**config.mk**
```make
export PLATFORM = sky130hd
export DESIGN_NAME = multicycle_controller
export DESIGN_NICKNAME = d
export VERILOG_FILES = /design/src/rtl/multicycle_controller.sv
export SDC_FILE = /design/constraint.sdc
export NUM_CORES = 1
export LEC_CHECK = 0
export CAP_MARGIN = 20
export CELL_PAD_IN_SITES_DETAIL_PLACEMENT = 1
export CELL_PAD_IN_SITES_GLOBAL_PLACEMENT = 1
export CORE_MARGIN = 3
export CORE_UTILIZATION = 35
export DETAILED_ROUTE_END_ITERATION = 10
export GPL_TIMING_DRIVEN = 0
export PLACE_DENSITY_LB_ADDON = 0.1
export SLEW_MARGIN = 20
export SYNTH_ARGS = -nofsm -noshare
export SYNTH_HDL_FRONTEND = slang
export SYNTH_SLANG_ARGS = --single-unit
```
**constraint.sdc**
```tcl
create_clock -name clock -period 2 [get_ports clock]
set_input_delay 0.4 -clock clock [delete_from_list [all_inputs] [get_ports clock]]
set_output_delay 0.4 -clock clock [all_outputs]
set_load 0.03 [all_outputs]
```
**src/rtl/multicycle_controller.sv**
```systemverilog
`default_nettype none
// ============================================================================
// Module   : multicycle_controller
// Purpose  : Multi-cycle sequencer for the RV32I core. It steps the shared
//            datapath through FETCH, DECODE, EXECUTE, MEM and WB for one
//            instruction at a time. It drives the instruction-memory and
//            data-memory request handshakes and gates the decoder's write
//            enables so each one takes effect in exactly one cycle per
//            instruction. It also detects halt (SYSTEM) and illegal opcodes,
//            and counts retired instructions.
//
// Ports    : clock        system clock, rising edge
//            reset        asynchronous, active-high
//            start        leaves IDLE (sampled only in IDLE)
//            opcode       instruction[6:0] of the latched instruction
//            dec_wEn      decoder register-write request
//            dec_mem_wEn  decoder store request
//            imem_req     instruction fetch request (FETCH)
//            imem_ready   instruction data valid
//            dmem_req     data memory request (MEM)
//            dmem_we      data memory write qualifier (MEM only)
//            dmem_ready   data access complete
//            ir_load      latch instruction register (FETCH & imem_ready)
//            pc_wEn       PC update enable (WB)
//            rf_wEn       qualified register-file write enable (WB only)
//            halted       in HALT
//            trap         in TRAP
//            trap_cause   00 none, 01 illegal opcode, 10 memory timeout
//            state        current state encoding
//            retired      retired-instruction count (wraps)
//
// Options  : MEM_TIMEOUT_EN  when defined, adds a wait watchdog on FETCH and
//                            MEM. After TIMEOUT_CYCLES consecutive not-ready
//                            cycles the controller enters TRAP with cause 10.
//                            When undefined, FETCH and MEM wait indefinitely.
//
// Revision : 1.0  initial release
// ============================================================================
module multicycle_controller #(
    parameter int TIMEOUT_CYCLES = 16
) (
    input  logic        clock,
    input  logic        reset,
    input  logic        start,
    input  logic [6:0]  opcode,
    input  logic        dec_wEn,
    input  logic        dec_mem_wEn,
    output logic        imem_req,
    input  logic        imem_ready,
    output logic        dmem_req,
    output logic        dmem_we,
    input  logic        dmem_ready,
    output logic        ir_load,
    output logic        pc_wEn,
    output logic        rf_wEn,
    output logic        halted,
    output logic        trap,
    output logic [1:0]  trap_cause,
    output logic [2:0]  state,
    output logic [31:0] retired
);

    // ------------------------------------------------------------------
    // State encoding. The values are visible on the state port.
    // ------------------------------------------------------------------
    typedef enum logic [2:0] {
        S_IDLE    = 3'd0,
        S_FETCH   = 3'd1,
        S_DECODE  = 3'd2,
        S_EXECUTE = 3'd3,
        S_MEM     = 3'd4,
        S_WB      = 3'd5,
        S_HALT    = 3'd6,
        S_TRAP    = 3'd7
    } state_t;

    // RV32I major opcodes
    localparam logic [6:0] c_OP_OP     = 7'b0110011;
    localparam logic [6:0] c_OP_OP_IMM = 7'b0010011;
    localparam logic [6:0] c_OP_LOAD   = 7'b0000011;
    localparam logic [6:0] c_OP_STORE  = 7'b0100011;
    localparam logic [6:0] c_OP_BRANCH = 7'b1100011;
    localparam logic [6:0] c_OP_JALR   = 7'b1100111;
    localparam logic [6:0] c_OP_JAL    = 7'b1101111;
    localparam logic [6:0] c_OP_AUIPC  = 7'b0010111;
    localparam logic [6:0] c_OP_LUI    = 7'b0110111;
    localparam logic [6:0] c_OP_SYSTEM = 7'b1110011;

    localparam logic [1:0] c_CAUSE_NONE    = 2'b00;
    localparam logic [1:0] c_CAUSE_ILLEGAL = 2'b01;
    localparam logic [1:0] c_CAUSE_TIMEOUT = 2'b10;

    // The watchdog fires on the not-ready cycle that would be the
    // TIMEOUT_CYCLES-th one. The count holds the number of earlier
    // not-ready cycles, so the comparison is against the limit minus one.
    localparam logic [7:0] c_TIMEOUT_LAST = 8'(TIMEOUT_CYCLES - 1);

    state_t      r_state;
    state_t      w_next_state;
    logic [1:0]  w_trap_cause_next;
    logic [1:0]  r_trap_cause;
    logic [31:0] r_retired;

    logic        w_op_valid;
    logic        w_op_mem;
    logic        w_op_system;
    logic        w_wait_expired;

    // ------------------------------------------------------------------
    // Opcode classification
    // ------------------------------------------------------------------
    always_comb begin
        w_op_valid = 1'b0;
        case (opcode)
            c_OP_OP, c_OP_OP_IMM, c_OP_LOAD, c_OP_STORE, c_OP_BRANCH,
            c_OP_JALR, c_OP_JAL, c_OP_AUIPC, c_OP_LUI: w_op_valid = 1'b1;
            default:                                   w_op_valid = 1'b0;
        endcase
    end

    assign w_op_mem    = (opcode == c_OP_LOAD) || (opcode == c_OP_STORE);
    assign w_op_system = (opcode == c_OP_SYSTEM);

    // ------------------------------------------------------------------
    // Memory wait watchdog
    // ------------------------------------------------------------------
`ifdef MEM_TIMEOUT_EN
    logic [7:0] r_wait_cnt;
    logic       w_enter_wait_state;
    logic       w_waiting;

    // A self-loop in FETCH or MEM is not an entry, so the count keeps
    // running across consecutive wait cycles.
    assign w_enter_wait_state = (w_next_state != r_state) &&
                                ((w_next_state == S_FETCH) || (w_next_state == S_MEM));
    assign w_waiting          = ((r_state == S_FETCH) && !imem_ready) ||
                                ((r_state == S_MEM)   && !dmem_ready);

    always_ff @(posedge clock or posedge reset) begin
        if (reset) begin
            r_wait_cnt <= 8'd0;
        end else if (w_enter_wait_state) begin
            r_wait_cnt <= 8'd0;
        end else if (w_waiting) begin
            r_wait_cnt <= r_wait_cnt + 8'd1;
        end
    end

    assign w_wait_expired = (r_wait_cnt >= c_TIMEOUT_LAST);
`else
    logic w_unused_timeout;

    assign w_wait_expired   = 1'b0;
    assign w_unused_timeout = ^{1'b0, c_TIMEOUT_LAST};
`endif

    // ------------------------------------------------------------------
    // State register
    // ------------------------------------------------------------------
    always_ff @(posedge clock or posedge reset) begin
        if (reset) begin
            r_state <= S_IDLE;
        end else begin
            r_state <= w_next_state;
        end
    end

    // ------------------------------------------------------------------
    // Next-state logic. A ready response takes priority over the
    // watchdog, so an access completing on the limit cycle never traps.
    // ------------------------------------------------------------------
    always_comb begin
        w_next_state      = r_state;
        w_trap_cause_next = c_CAUSE_NONE;
        case (r_state)
            S_IDLE: begin
                if (start) begin
                    w_next_state = S_FETCH;
                end
            end
            S_FETCH: begin
                if (imem_ready) begin
                    w_next_state = S_DECODE;
                end else if (w_wait_expired) begin
                    w_next_state      = S_TRAP;
                    w_trap_cause_next = c_CAUSE_TIMEOUT;
                end
            end
            S_DECODE: begin
                if (w_op_system) begin
                    w_next_state = S_HALT;
                end else if (w_op_valid) begin
                    w_next_state = S_EXECUTE;
                end else begin
                    w_next_state      = S_TRAP;
                    w_trap_cause_next = c_CAUSE_ILLEGAL;
                end
            end
            S_EXECUTE: begin
                w_next_state = w_op_mem ? S_MEM : S_WB;
            end
            S_MEM: begin
                if (dmem_ready) begin
                    w_next_state = S_WB;
                end else if (w_wait_expired) begin
                    w_next_state      = S_TRAP;
                    w_trap_cause_next = c_CAUSE_TIMEOUT;
                end
            end
            S_WB: begin
                w_next_state = S_FETCH;
            end
            S_HALT: begin
                w_next_state = S_HALT;
            end
            S_TRAP: begin
                w_next_state = S_TRAP;
            end
            default: begin
                w_next_state = S_IDLE;
            end
        endcase
    end

    // ------------------------------------------------------------------
    // Retired counter and trap cause. The cause is captured only on the
    // transition into TRAP and then holds until reset.
    // ------------------------------------------------------------------
    always_ff @(posedge clock or posedge reset) begin
        if (reset) begin
            r_retired    <= 32'd0;
            r_trap_cause <= c_CAUSE_NONE;
        end else begin
            if (r_state == S_WB) begin
                r_retired <= r_retired + 32'd1;
            end
            if ((w_next_state == S_TRAP) && (r_state != S_TRAP)) begin
                r_trap_cause <= w_trap_cause_next;
            end
        end
    end

    // ------------------------------------------------------------------
    // Outputs. All are decoded from the registered state except ir_load,
    // which must capture the instruction in the same cycle memory
    // presents it.
    // ------------------------------------------------------------------
    assign imem_req   = (r_state == S_FETCH);
    assign ir_load    = (r_state == S_FETCH) && imem_ready;
    assign dmem_req   = (r_state == S_MEM);
    assign dmem_we    = (r_state == S_MEM) && dec_mem_wEn;
    assign pc_wEn     = (r_state == S_WB);
    assign rf_wEn     = (r_state == S_WB) && dec_wEn;
    assign halted     = (r_state == S_HALT);
    assign trap       = (r_state == S_TRAP);
    assign trap_cause = r_trap_cause;
    assign state      = r_state;
    assign retired    = r_retired;

endmodule
`default_nettype wire

```
Word level (Yosys, flattened, before mapping)
Cells that the tools add are included.
{ "word_totals": {"ff_bits": 37, "input_bits": 14, "output_inout_bits": 45, "elab_cells": 41} }
{ "classes": {"addsub": 1, "eq_ne": 19, "mux": 11, "reduce_logical": 7} }
{ "op_table": {"columns": ["op", "n"], "rows": [
  ["32-bit by 1-bit adder with 32-bit output (second input constant)", 1],
  ["7-bit equality test (second input constant)", 4],
  ["3-bit one-hot mux with 8 select lines", 1],
  ["7-bit by 6-bit equality test with 1-bit output (second input constant)", 3],
  ["3-bit equality test (second input constant)", 5],
  ["3-bit two-way mux", 5],
  ["7-bit by 5-bit equality test with 1-bit output (second input constant)", 2],
  ["9-bit OR reduction", 1],
  ["7-bit by 2-bit equality test with 1-bit output (second input constant)", 1],
  ["3-bit by 2-bit equality test with 1-bit output (second input constant)", 2],
  ["1-bit two-way mux", 5],
  ["1-bit logical AND", 4],
  ["3-bit by 1-bit equality test with 1-bit output (second input constant)", 1],
  ["3-bit zero test", 1],
  ["3-bit inequality test (second input constant)", 1],
  ["1-bit logical OR", 1]
]} }

Depth between registers and ports, before layout
Gate-level depths: netlist of the first run.
{ "depth": {"depth_word": 8, "mapped_depth": 5, "mapped_depth_nobuf": 5} }

Least setup slack after synthesis of the first run
No wires, ideal clock.
{ "synth_path": {"path_kind": "reg-to-output", "startpoint": "register r_state[0] (netlist: state[0])", "endpoint": "output ir_load", "t_arrival_ps": 1989, "t_required_ps": 1600, "slack_ps": -389, "stages_incl_launch_ff": 4, "path_buffers": 1, "path_cell_list": "dfrtp_1 buf_2 nor3b_1 and2_1"} }
{ "synth_between": {"elab_chain_cells": 2} }
{ "synth_rtl": {"columns": ["item", "line_no", "text"], "rows": [
  ["from (decl)", "98", "state_t r_state;"],
  ["from (signal assigned)", "164", "r_state <= w_next_state;"],
  ["3-bit by 1-bit equality test with 1-bit output", null, null],
  ["via imem_req", "48", "output logic imem_req,"],
  ["1-bit logical AND", "249", "assign ir_load = (r_state == S_FETCH) && imem_ready;"],
  ["to (decl)", "53", "output logic ir_load,"]
]} }
The timed path passes the listed nets, and every way through them passes these cells.

Worst setup path in the final report of the first run
{ "layout_path": {"startpoint": "register r_retired[8] (netlist: retired[8])", "endpoint": "output retired[8]"} }
{ "layout_rtl": {"columns": ["item", "line_no", "text"], "rows": [
  ["from (decl)", "102", "logic [31:0] r_retired;"],
  ["from (signal assigned)", "235", "r_retired <= r_retired + 32'd1;"],
  ["to (decl)", "60", "output logic [31:0] retired"]
]} }
No word-level cell between the ends.

==> metrics.txt, run 1 <==
outcome=finished clean; Area growth, synth to finish=44.9%; # DRC=0; Leak Pwr=1.17 nW; layout cells sized above 1=14.1%; max-cap violations=0; detailed-route via count=1476; syn_area_per_cell=11.2 um^2; pwr/cell area=1010 nW/um^2; WP buf/inv=1; port bufs=57; switching power=0.946 mW; Die Ht=77.7 um; CP Cell Sequence=clkdlybuf4s50_1; final wirelength=4610 um; post-route cell area=2610 um^2; max-slew violation count=0; Setup violations, final=0; Final period util=94.8%; CP Class=reg -> out; Synthesis Warnings=0; 1st-iter DRT viols=66; worst-margin pin slew=0.770 ns; delay of the slowest critical-path stage=roughly 0.73 ns; Final nets=approximately 240; register area=902 um^2; Worst-path clk slew=~0.07 ns; min-delay src=trap_cause[0]$_DFFE_PP0P_; TritonCTS Buffers=5; sequential area share after synthesis=50.1%; Clock power frac=26.8%; R2R depth=5; largest net degree at the start of global routing=37; Worst Hold Depth=1; CTS tree=done; Hold-fix buffers, CTS=0; R2R Setup Slk=0.15 ns; Synth Cell Area=~1800 um^2; Sw Share=36.1%; Max Fclk=527 MHz; diode count=0; hold crit path type=reg -> reg; startpoint types=flip-flop; reg2reg start=state[1]$_DFF_PP0_; first-pass GRT wire length=7830 um; Routed Antenna Nets=0; gpl congestion=about 0.74; H-tree depth=2; Clock Sink Count=36; TritonRoute pass-1 iters=6; required time of the critical path=1.60 ns; fillers=517; multi-input combinational cell area=897 um^2; Worst Clk Skew=0.00720 ns; clk_lat worst skew=0.28 ns; Worst Hold Path EP=trap_cause[0]$_DFFE_PP0P_; CP top delay family=buffers and inverters; GRT Resource Usage Total=16.2%; CP max stage cell=clkdlybuf4s50_1; Comb power frac=37.7%; Root Driver=clkbuf_8; worst vdd ir=608 uV; io pins=just under 60; Pint=1.68 mW; clock buffer depth=2; post-synth cell types=36; Synth Instances=161; post-detail-place hpwl=3410 um; reg2reg end=retired[24]$_DFFE_PP0P_; Worst Hold Slack=around 0.48 ns; FF+latch count, synth=36; initial antenna violation count=0; vias in the first global route=1537; Starting Density=between 30% and 40%; Data arrival, critical path=1.50 ns; Slew HR=between 40 and 50%; Syn Nets=176; row cnt=25; sequential power share=35.5%; total grt overflow=0; Worst setup EP type=output port; Vias per Instance=5.02; Die X=77.7 um; RSZ-0062 raised after global routing=no; CP max FO=7; DR WL/cell=around 16 um; minimum clock period=roughly 1.9 ns; die area=6040 um^2; final hold violation count=0; Core ar.=between 4000 and 5000 um^2; DP Area=2480 um^2
flip-flops by register name, summed over array words and instances (netlist names):
name and cells:
retired 32, state 3, trap_cause 1
synthesized netlist by cell type:
cell / number / area (um^2)
nand4_2: 2 / 25.0
a211oi_1: 1 / 7.51
inv_1: 2 / 7.51
a311o_1: 1 / 10.0
and2_0: 1 / 6.26
buf_2: 1 / 5.00
xor2_1: 7 / 61.3
conb_1: 1 / 3.75
a21oi_1: 1 / 5.00
nor2_1: 9 / 33.8
o21ai_0: 1 / 5.00
ha_1: 1 / 12.5
dfrtp_1: 36 / 901
nand4b_4: 1 / 23.8
a211o_1: 1 / 8.76
or2b_1: 1 / 7.51
nor2b_1: 1 / 6.26
nor4_4: 3 / 63.8
and2_1: 5 / 31.3
a21bo_2: 1 / 10.0
nor4_1: 2 / 12.5
nor3b_1: 1 / 7.51
a311oi_1: 1 / 8.76
nand2b_1: 3 / 18.8
nand2_1: 12 / 45.0
a21o_1: 2 / 15.0
xnor2_1: 24 / 210
mux2_2: 1 / 11.3
and3_1: 7 / 43.8
nand4_1: 9 / 56.3
and4_1: 4 / 35.0
or3_1: 1 / 6.26
nor3_1: 3 / 15.0
nand3_1: 11 / 55.1
o41ai_1: 1 / 8.76
buf_4: 2 / 15.0
metrics by stage:
step / util (%) / total power, mW / setup TNS [ns] / setup slack (ns) / instances
final: 53.8 / 2.62 / 0 / 0.104 / 294
after global routing: 53.8 / 2.77 / 0 / 0.0132 / 294
after CTS: 53.5 / 2.64 / 0 / 0.0138 / 293
after detailed placement: 51.1 / 1.95 / -0.444 / -0.154 / 285
after global placement: 51.1 / 1.92 / -1.76 / -0.146 / 285
after floorplan: - / 1.56 / 0 / 0.0473 / 161
power groups by stage:
stage	registers, mW	logic (mW)	clock network (mW)
global placement	0.939	0.983	0
finish	0.930	0.990	0.703
floorplan	1.08	0.478	0
CTS	0.933	0.981	0.722
detailed placement	0.946	1.00	0
global route	0.953	1.07	0.752
cell type report:
type	count	area share, %
sequential	36	34.6
multi-input combinational	120	34.4
timing repair buffer	58	21.6
clock buffer	7	3.69
tap	67	3.21
clock inverter	1	1.15
buffer	3	1.01
inverter	2	0.288
per-layer routing:
metal | share of wire (%) | track usage [%]
met1 | 43 | 20.4
met5 | 0 | 0
met2 | 52 | 27.4
met4 | 0.91 | 3.74
met3 | 4.6 | 4.64
repair_timing:
item                       4_1_cts  5_1_grt
pin swaps                        0        2
gates resized for setup         23        6
setup endpoints to repair        8        9
buffers inserted                 0        1
kinds of logic after synthesis:
family,share of synthesized area (%)
AOI/OAI and AO/OA,4.38
xor gates and xnor gates,15.1
and+or+nand+nor,27.4
DFF,50.1
other,0.208
adders and majority gates,0.695
buffers and inverters,1.53
muxes,0.626
worst max path at each step:
| stage | cells after the start | from | end | slack [ns] |
|---|---|---|---|---|
| after floorplan | 4 | state[0]$_DFF_PP0_ | dmem_we | 0.05 |
| after global placement | 2 | reset | state[2]$_DFF_PP0_ | -0.15 |
| after detailed placement | 5 | state[0]$_DFF_PP0_ | dmem_we | -0.15 |
| after CTS | 5 | state[0]$_DFF_PP0_ | dmem_we | 0.01 |
| after global routing | 5 | state[1]$_DFF_PP0_ | retired[24]$_DFFE_PP0P_ | 0.01 |
| final | 1 | retired[8]$_DFFE_PP0P_ | retired[8] | 0.10 |
placed cells by master (no fill, tap or decap), drive strengths merged, types with 2 or more instances in the layout:
cell,n
a21o,2
and2,6
and3,7
and4,4
buf,7
clkbuf,7
clkdlybuf4s15,2
clkdlybuf4s50,49
dfrtp,36
dlygate4sd2,3
inv,2
nand2,12
nand2b,3
nand3,11
nand4,11
nor2,9
nor3,3
nor4,5
xnor2,24
xor2,7
Note: power is estimated with default switching activity, not from simulation.
==> run 2, diff against run 1 <==
--- a/config.mk
+++ b/config.mk
@@ -5,7 +5,6 @@
 export SDC_FILE = /design/constraint.sdc
 export NUM_CORES = 1
 export LEC_CHECK = 0
-export CAP_MARGIN = 20
 export CELL_PAD_IN_SITES_DETAIL_PLACEMENT = 1
 export CELL_PAD_IN_SITES_GLOBAL_PLACEMENT = 1
 export CORE_MARGIN = 3
==> results of run 2 <==
Final layout, timing and power as in run 1 (identical DEF).
==> run 3, diff against run 2 <==
--- a/config.mk
+++ b/config.mk
@@ -7,8 +7,10 @@
 export LEC_CHECK = 0
 export CELL_PAD_IN_SITES_DETAIL_PLACEMENT = 1
 export CELL_PAD_IN_SITES_GLOBAL_PLACEMENT = 1
+export CORE_ASPECT_RATIO = 0.5
 export CORE_MARGIN = 3
 export CORE_UTILIZATION = 35
+export CTS_CLUSTER_SIZE = 30
 export DETAILED_ROUTE_END_ITERATION = 10
 export GPL_TIMING_DRIVEN = 0
 export PLACE_DENSITY_LB_ADDON = 0.1
==> run 3 against run 2 <==
Against the previous run:
- global-route usage down 0.78 points
- worst hold slack worse by 0.10 ns
- total power down 7.6%
- maximum frequency down 1.7%
- critical path type unchanged
- critical endpoint is now halted
- largest cell class unchanged
==> metrics.txt, run 3 (synthesis results as in run 1) <==
Starting Density=38.6% (+1.5 points); Root Driver=clkbuf_8; clock buffer depth=2 (unchanged); vias in the first global route=1590 (+3.4%); final wirelength=4230 um (-8.2%); TritonRoute pass-1 iters=4 (-2); detailed-route via count=1494 (+1.2%); most frequent cells in the layout=clkdlybuf4s50_1, dfrtp_1, xnor2_1, nand2_1, nand3_1; worst-margin pin slew=0.577 ns (-0.192 ns); R2R Setup Slk=0.23 ns (+0.08 ns); setup ws final=0.0711 ns (-0.0330 ns); Finished Layout Cells=294 (unchanged); worst vdd ir=706 uV (+16%); required time of the critical path=1.60 ns (about the same); Vias per Instance=5.08 (+1.2%); Leak Pwr=1.16 nW (-1.1%); grt met3 use=5.74% (+1.1 points); Worst Clk Skew=0.00833 ns (+0.00113 ns); row cnt=17 (-32%); startpoint types=flip-flop; met1 Resource Use GR=18.7% (-1.7 points); TritonCTS Buffers=5 (unchanged); Max Fclk=518 MHz (-1.7%); pwr/cell area=938 nW/um^2 (-6.7%); CTS tree=done; Core ar.=4660 um^2 (-3.9%); outcome=finished clean; total grt overflow=0 (unchanged); hold crit path type=in -> async; leading cell type in the layout, fill and taps excluded=clkdlybuf4s50_1; port bufs=57 (unchanged); RSZ-0062 raised after global routing=no; Data arrival, critical path=1.53 ns (+0.03 ns); 1st-iter DRT viols=34 (-48%); final hold violation count=0 (unchanged); GRT Resource Usage Total=15.4% (-0.78 points); max-cap violations=0 (unchanged); DR WL/cell=14.4 um (-8.2%); minimum clock period=1.93 ns (+0.0330 ns); Die X=107 um (+38%); clk_lat worst skew=0.29 ns (about the same); CP max FO=10 (+3); first-pass GRT wire length=7460 um (-4.8%); Worst setup EP type=output port; Area growth, synth to finish=43.5%; Routed Antenna Nets=0 (unchanged); Setup WS pre-CTS=-0.157 ns (-0.00379 ns); global routing's busiest layer=met2; met2 Use GR=25.3% (-2.1 points); max reg flops=32 (unchanged); H-tree depth=2 (unchanged); CP Class=reg -> out; layout cells sized above 1=14.0% (-0.062 points); Slew HR=61.2% (+13 points); io pins=59 (unchanged); Hold-fix buffers, CTS=0 (unchanged); Setup violations, final=0 (unchanged); Final period util=96.4% (+1.6 points); Post-Place Cells=285 (unchanged); R2R depth=5 (unchanged); largest net degree at the start of global routing=26 (-30%); Die Ht=56.7 um (-27%); gpl congestion=0.730 (-0.86%); Final nets=243 (+0.83%); reg2reg start=retired[0]$_DFFE_PP0P_; post-detail-place hpwl=3170 um (-6.9%); Clock Sink Count=36 (unchanged); diode count=0 (unchanged); # DRC=0 (unchanged); initial antenna violation count=0 (unchanged); setup TNS=0 ns (unchanged); die area=6090 um^2 (+0.86%); reg2reg end=retired[18]$_DFFE_PP0P_; max-slew violation count=0 (unchanged); Worst-path clk slew=0.07 ns (about the same); Pwr Total=2.42 mW (-7.6%)
run 3: cell count changes in the layout (fill, tap and decap cells not counted):
cell | before | now
buf_6 | 1 | 0
clkbuf_8 | 7 | 5
clkbuf_1 | 0 | 1
dlygate4sd2_1 | 3 | 2
buf_4 | 4 | 6
clkinv_2 | 0 | 1
buf_12 | 0 | 1
clkdlybuf4s15_1 | 0 | 1
bufinv_16 | 1 | 0
run 3: critical path: stages (launching register included):
cell             delay (ns)
dfrtp_1                0.38
buf_4                  0.18
or2b_4                 0.27
nor2_1                 0.10
clkdlybuf4s15_2        0.31
run 3: power by group:
group          total, mW  switching, mW  internal [mW]
clock network      0.486          0.249          0.237
logic               1.01          0.571          0.437
registers          0.930          0.118          0.812
run 3: how the worst max path moves through the flow:
stage | from | end | slack (ns) | cells after the start
6_report | state[0]$_DFF_PP0_ | halted | 0.07 | 4
4_1_cts | state[0]$_DFF_PP0_ | dmem_we | 0.01 | 5
3_3_place_gp | reset | state[2]$_DFF_PP0_ | -0.20 | 2
3_5_place_dp | state[0]$_DFF_PP0_ | dmem_we | -0.16 | 5
5_1_grt | state[0]$_DFF_PP0_ | dmem_req | 0.0003 | 4
2_1_floorplan | state[0]$_DFF_PP0_ | dmem_we | 0.05 | 4
run 3: final cells by class:
type / instances / area [um^2]
clock inverter: 1 / 5.00
sequential: 36 / 902
clock buffer: 6 / 72.6
tap: 66 / 82.6
inverter: 2 / 7.51
buffer: 3 / 22.5
timing repair buffer: 60 / 593
fill: 520 / 2080
multi-input combinational: 120 / 897
run 3: timing repair:
action                     in CTS  in global routing
pin swaps                       0                  3
buffers inserted                0                  2
gates resized for setup        21                  8
setup endpoints to repair       8                 13
run 3: stage by stage:
step | area (um^2) | util, % | hold slack (ns)
2_1_floorplan | 1820 | - | 0.558
3_3_place_gp | 2480 | 53.2 | 0.442
3_5_place_dp | 2500 | 53.6 | 0.452
4_1_cts | 2570 | 55.2 | 0.381
5_1_grt | 2580 | 55.4 | 0.400
6_report | 2580 | 55.4 | 0.372
run 3: per-layer routing:
layer | vias to the layer above | wire length (um) | share of wire [%]
li1 | 703 | - | -
met1 | 744 | 1860 | 44
met2 | 41 | 2030 | 48
met3 | 6 | 285 | 6.7
met4 | 0 | 56 | 1.3
met5 | - | 0 | 0
